$ cat src/rtl/uart_tx_framer_if.sv
// Parallel-in / serial-out bundle for the UART transmit framer.
// The master side supplies words and frame options; the slave side drives the line.
interface uart_tx_framer_if #(
    parameter int unsigned DATA_WIDTH = 8
) ();

    logic [DATA_WIDTH-1:0] P_DATA;
    logic                  DATA_VALID;
    logic                  PAR_EN;
    logic                  PAR_TYP;
    logic [5:0]            prescale;
    logic                  TX_OUT;
    logic                  busy;

    modport master (
        output P_DATA,
        output DATA_VALID,
        output PAR_EN,
        output PAR_TYP,
        output prescale,
        input  TX_OUT,
        input  busy
    );

    modport slave (
        input  P_DATA,
        input  DATA_VALID,
        input  PAR_EN,
        input  PAR_TYP,
        input  prescale,
        output TX_OUT,
        output busy
    );

endinterface

$ cat src/rtl/uart_tx_framer.sv
// UART transmit framer: start bit, LSB-first data, optional parity, one stop bit.
// Each bit lasts the captured prescale in clk cycles; TX_OUT and busy are registered.
module uart_tx_framer #(
    parameter int unsigned DATA_WIDTH = 8
) (
    input  logic             clk,
    input  logic             rst,
    uart_tx_framer_if.slave  bus
);

    localparam int unsigned IdxW = (DATA_WIDTH > 1) ? $clog2(DATA_WIDTH) : 1;
    localparam logic [IdxW-1:0] LastIdx = IdxW'(DATA_WIDTH - 1);

    typedef enum logic [2:0] {
        StIdle,
        StStart,
        StData,
        StParity,
        StStop
    } state_e;

    state_e                state_q, state_d;
    logic [5:0]            cnt_q, cnt_d;
    logic [IdxW-1:0]       bit_idx_q, bit_idx_d;
    logic [DATA_WIDTH-1:0] data_q, data_d;
    logic                  par_en_q, par_en_d;
    logic                  par_typ_q, par_typ_d;
    logic [5:0]            per_q, per_d;
    logic                  tx_q, tx_d;
    logic                  busy_q, busy_d;

    logic       last_tick;
    logic       parity_bit;
    logic [5:0] per_in;

    // Bit period minus one; a prescale of zero behaves like one cycle per bit.
    assign per_in     = (bus.prescale == 6'd0) ? 6'd0 : bus.prescale - 6'd1;
    assign last_tick  = (cnt_q == 6'd0);
    assign parity_bit = (^data_q) ^ par_typ_q;

    always_comb begin
        state_d   = state_q;
        cnt_d     = cnt_q;
        bit_idx_d = bit_idx_q;
        data_d    = data_q;
        par_en_d  = par_en_q;
        par_typ_d = par_typ_q;
        per_d     = per_q;

        unique case (state_q)
            StIdle: begin
                if (bus.DATA_VALID) begin
                    data_d    = bus.P_DATA;
                    par_en_d  = bus.PAR_EN;
                    par_typ_d = bus.PAR_TYP;
                    per_d     = per_in;
                    cnt_d     = per_in;
                    bit_idx_d = '0;
                    state_d   = StStart;
                end
            end
            StStart: begin
                if (last_tick) begin
                    state_d   = StData;
                    cnt_d     = per_q;
                    bit_idx_d = '0;
                end else begin
                    cnt_d = cnt_q - 6'd1;
                end
            end
            StData: begin
                if (last_tick) begin
                    cnt_d = per_q;
                    if (bit_idx_q == LastIdx) begin
                        state_d = par_en_q ? StParity : StStop;
                    end else begin
                        bit_idx_d = bit_idx_q + IdxW'(1);
                    end
                end else begin
                    cnt_d = cnt_q - 6'd1;
                end
            end
            StParity: begin
                if (last_tick) begin
                    state_d = StStop;
                    cnt_d   = per_q;
                end else begin
                    cnt_d = cnt_q - 6'd1;
                end
            end
            StStop: begin
                if (last_tick) begin
                    state_d = StIdle;
                    cnt_d   = 6'd0;
                end else begin
                    cnt_d = cnt_q - 6'd1;
                end
            end
            default: begin
                state_d = StIdle;
                cnt_d   = 6'd0;
            end
        endcase

        // Outputs are registered from the next state so the line changes on the same edge.
        unique case (state_d)
            StStart:  tx_d = 1'b0;
            StData:   tx_d = data_d[bit_idx_d];
            StParity: tx_d = parity_bit;
            default:  tx_d = 1'b1;
        endcase

        busy_d = (state_d != StIdle);
    end

    always_ff @(posedge clk) begin
        if (rst) begin
            state_q   <= StIdle;
            cnt_q     <= 6'd0;
            bit_idx_q <= '0;
            data_q    <= '0;
            par_en_q  <= 1'b0;
            par_typ_q <= 1'b0;
            per_q     <= 6'd0;
            tx_q      <= 1'b1;
            busy_q    <= 1'b0;
        end else begin
            state_q   <= state_d;
            cnt_q     <= cnt_d;
            bit_idx_q <= bit_idx_d;
            data_q    <= data_d;
            par_en_q  <= par_en_d;
            par_typ_q <= par_typ_d;
            per_q     <= per_d;
            tx_q      <= tx_d;
            busy_q    <= busy_d;
        end
    end

    assign bus.TX_OUT = tx_q;
    assign bus.busy   = busy_q;

endmodule

$ cat src/flat_wrapper.sv
// flat-port wrapper written by rule: the top's interface ports become plain ports
module uart_tx_framer_flat 
#(
    parameter int unsigned DATA_WIDTH = 8
)
  (clk, rst, bus_P_DATA, bus_DATA_VALID, bus_PAR_EN, bus_PAR_TYP, bus_prescale, bus_TX_OUT, bus_busy);
  uart_tx_framer_if #(.DATA_WIDTH(DATA_WIDTH)) bus_i ();
  input  logic clk;
  input  logic rst;
  input wire logic [$bits(bus_i.P_DATA)-1:0] bus_P_DATA;
  input wire logic [$bits(bus_i.DATA_VALID)-1:0] bus_DATA_VALID;
  input wire logic [$bits(bus_i.PAR_EN)-1:0] bus_PAR_EN;
  input wire logic [$bits(bus_i.PAR_TYP)-1:0] bus_PAR_TYP;
  input wire logic [$bits(bus_i.prescale)-1:0] bus_prescale;
  output wire logic [$bits(bus_i.TX_OUT)-1:0] bus_TX_OUT;
  output wire logic [$bits(bus_i.busy)-1:0] bus_busy;
  assign bus_i.P_DATA = bus_P_DATA;
  assign bus_i.DATA_VALID = bus_DATA_VALID;
  assign bus_i.PAR_EN = bus_PAR_EN;
  assign bus_i.PAR_TYP = bus_PAR_TYP;
  assign bus_i.prescale = bus_prescale;
  assign bus_TX_OUT = bus_i.TX_OUT;
  assign bus_busy = bus_i.busy;
  uart_tx_framer #(.DATA_WIDTH(DATA_WIDTH)) u_core (.clk(clk), .rst(rst), .bus(bus_i));
endmodule
$ cat config.mk
export PLATFORM = sky130hd
export DESIGN_NAME = uart_tx_framer_flat
export DESIGN_NICKNAME = d
export VERILOG_FILES = /design/src/rtl/uart_tx_framer_if.sv /design/src/rtl/uart_tx_framer.sv /design/src/flat_wrapper.sv
export SDC_FILE = /design/constraint.sdc
export NUM_CORES = 1
export LEC_CHECK = 0
export CORE_UTILIZATION = 50
export CTS_CLUSTER_SIZE = 10
export DETAILED_ROUTE_END_ITERATION = 10
export HOLD_SLACK_MARGIN = 0.05
export PLACE_DENSITY = 0.72
export SYNTH_ARGS = -nofsm -noshare
export SYNTH_HDL_FRONTEND = slang
export SYNTH_SLANG_ARGS = --single-unit
$ cat constraint.sdc
create_clock -name clk -period 2.8 [get_ports clk]
set_input_delay 0.84 -clock clk [delete_from_list [all_inputs] [get_ports clk]]
set_output_delay 0.84 -clock clk [all_outputs]
set_load 0.05 [all_outputs]
==> flow_summary.toml <==
[timing]
post_route_minimum_period_ns = 2.50
timing.final.max_slew_violations = 0
rsz0062_at_grt = "no"
worst-slew-pin-transition_ns = 0.602
finalSetupViolCount = 0
timing.max_slew.rel_slack_pct = 59.8
min_period_over_period_pct = 89.4
fin_setup_tns_ns = 0
finalHoldViolCount = 0
postLayoutSetupSlackWorst_ns = 0.296
post_route_hold_slack_ns = 0.479
finClkSkew_ns = 0.00823
max_clock_freq_ghz = 0.399

[placement]
gpl.final_weighted_congestion = 0.891
preCtsSetupSlack_ns = 0.0112
dpl.hpwl_um = 3280
instance_area_at_placement_sq_mm = 0.00219
portBuffers = 20

[logic_synthesis]
yosys-top-cells-area = "dfxtp_1 31%, nand2_1 6.0%, a21oi_1 6.0%"
distinct_cell_type_count_after_synthesis = 53
seq_area_frac_synth_pct = 31.1
syn-cell-area_sq_mm = 0.00193
synth_ff_type = "dfxtp_1"
synth_area_per_cell_sq_um = 7.81
postSynthRegisterBits = 30
number_of_flops_mapped_to_enable_cells_by_yosys = 0
synthesis.instances = 247
yosys.area.top_type_share_pct = 31.1
synth_most_common_cell = "nand2_1"
synth_commonest_cells = "31 x nand2_1, 30 x dfxtp_1, 26 x nor2_1"
synth.net_count = 269
postSynth.asyncResetShare_pct = 0
synth_area_leader_cell = "dfxtp_1"
yosys_warnings = 0

[global_route]
grt_max_degree = 31
initial_antenna_violation_count = 0
globalRouteTotalUtil_pct = 24.6
vias_in_the_first_global_route = 1721
global_route_wire_length_before_repair_um = 7820
grt.overflow.total = 0

[floorplanning]
floorplan.core_area_sq_mm = 0.00369
dieHeight_um = 64.1
fp-row-count = 22
start_util_pct = 52.3
floorplan.die_area_sq_mm = 0.00411
pin_count = 21
floorplan.die.width_um = 64.1

[routing]
drc = 0
vias = 1865
met2_wirelength_um = 2030
length_of_routed_wiring_on_met1_um = 2180
topRoutingLayerUsed = "met4"
final_routed_wirelength_um = 4550
wire_per_inst_um = 14.2
post_drt_via_cell_ratio = 5.81
dr_wl_met3_um = 257
dr.first_iter.drc_count = 222
antenna_left = 0
detailedRoute.firstPassIterationCount = 4

[cts]
cts.path.max_buffers = 2
clkTransAtPathRegs_ns = 0.07
source_to_sink_clock_delay_at_the_later_pin_of_the_worst_skew_pair_ns = 0.28
htree_levels = 2
cts.repair.resized = 0
cts_tree = "yes"
cts_made_buffers = 5
cts_root_buf = "clkbuf_8"
cts_hold_repair.buffers = 0
clkSinkCount = 30
cts_setup_buffers = 0

[cells_and_area]
multi_input_area_sq_mm = 0.00120
insertedDiodeCount = 0
post-route-cell-area_sq_mm = 0.00233
synthToLayoutAreaGrowth_pct = 21.0
regArea_sq_um = 601
final_net_count = 294
n_fill_cell = 340
fraction_of_layout_instances_using_a_drive_strength_above_1_pct = 10.6

[critical_path]
r2r_cells = 7
setup.worst_path.class = "primary input to flip-flop"
arrival_ns = 2.67
worst_setup_path_end_kind = "flip-flop"
startpoint_type = "primary input"
cp_max_fo = 2
critPathRequiredTime_ns = 2.97

[pwr]
totalPowerFinal_w = 0.00199
max-vdd-ir-drop_v = 0.000480
power-per-cell-area_mw_per_mm2 = 854
leakage_nw = 0.867

[run_status]
run_status = "finished clean"

[worst_hold_path]
min_path_cells = 2
hold_path.class = "flip-flop to flip-flop"

[flow_run]
maxCapViolCount = 0
registers in the layout, indices dropped and copies added (netlist names):
register           cells
u_core.cnt_q           6
u_core.par_typ_q       1
u_core.par_en_q        1
u_core.bus.TX_OUT      1
u_core.data_q          8
u_core.state_q         3
u_core.bus.busy        1
u_core.per_q           6
u_core.bit_idx_q       3
metal layers:
metal | track usage (%) | vias to the layer above
li1 | - | 942
met1 | 34.8 | 850
met2 | 37.0 | 64
met3 | 4.29 | 9
met4 | 9.17 | 0
met5 | 0 | -
logic make-up after synthesis:
group                    Yosys count  synth area share [%]
AO/OA/AOI/OAI                     65                  24.2
XOR/XNOR                          11                  4.99
adder cells (fa/ha/maj)            3                  1.95
buffers and inverters             23                  6.49
flip-flops                        30                  31.1
multiplexers                       6                  3.31
AND/OR/NAND/NOR                  109                  28.0
placed cells by master (no fill, tap or decap), types with 2 or more instances in the layout:
master / instances
a211oi_1: 4
a21oi_1: 23
a22oi_1: 2
a31oi_1: 2
a32o_1: 2
a32oi_1: 3
a41oi_1: 2
and2_1: 4
buf_4: 13
bufinv_16: 2
clkbuf_8: 6
clkdlybuf4s50_1: 20
dfxtp_1: 30
ha_1: 3
inv_1: 8
mux2_1: 2
mux2i_1: 3
nand2_1: 31
nand2b_1: 2
nand3_1: 6
nand4_1: 3
nor2_1: 26
nor2b_1: 7
nor3_1: 14
nor3b_1: 3
o2111ai_1: 2
o21ai_0: 6
o21bai_1: 2
o221ai_1: 3
o22a_1: 2
o22ai_1: 2
or2_2: 2
or3_1: 4
xnor2_1: 10
worst max-delay path, cell delays in order:
cell	delay (ns)
clkdlybuf4s50_1	0.42
inv_1	0.06
ha_1	0.15
nor3b_1	0.22
mux2i_1	0.31
o221ai_1	0.17
a32o_1	0.30
a32oi_1	0.15
nor2_1	0.06
path summary, 6_finish.rpt:
kind	startpoint	endpoint	slack, ns
setup / recovery	bus_prescale[0]	u_core.cnt_q[4]$_SDFFE_PP0P_	0.30
hold / removal	u_core.per_q[1]$_SDFFE_PP0P_	u_core.per_q[1]$_SDFFE_PP0P_	0.48
setup reg to reg	u_core.cnt_q[0]$_SDFFE_PP0P_	u_core.cnt_q[3]$_SDFFE_PP0P_	0.46
hold reg to reg	u_core.per_q[1]$_SDFFE_PP0P_	u_core.per_q[1]$_SDFFE_PP0P_	0.48
power breakdown:
group	internal, W	switching (W)
Combinational	0.000361	0.000501
Clock	0.000379	0.000166
Sequential	0.000505	0.0000810
Total	0.00125	0.000749
cell type report:
class / instances / share of cell area (%)
Clock inverter: 2 / 2.57
Sequential cell: 30 / 25.7
Tap cell: 48 / 2.57
Clock buffer: 6 / 3.54
Timing Repair Buffer: 33 / 12.8
Multi-Input combinational cell: 194 / 51.6
Inverter: 8 / 1.29
stage by stage:
| stage | utilization [%] | std cells |
|---|---|---|
| 3_5_place_dp | 59.4 | 313 |
| 2_1_floorplan | - | 247 |
| 6_report | 63.3 | 321 |
| 3_3_place_gp | 59.4 | 313 |
| 5_1_grt | 63.3 | 321 |
| 4_1_cts | 63.3 | 321 |
Power figures use the tool's default switching activity.
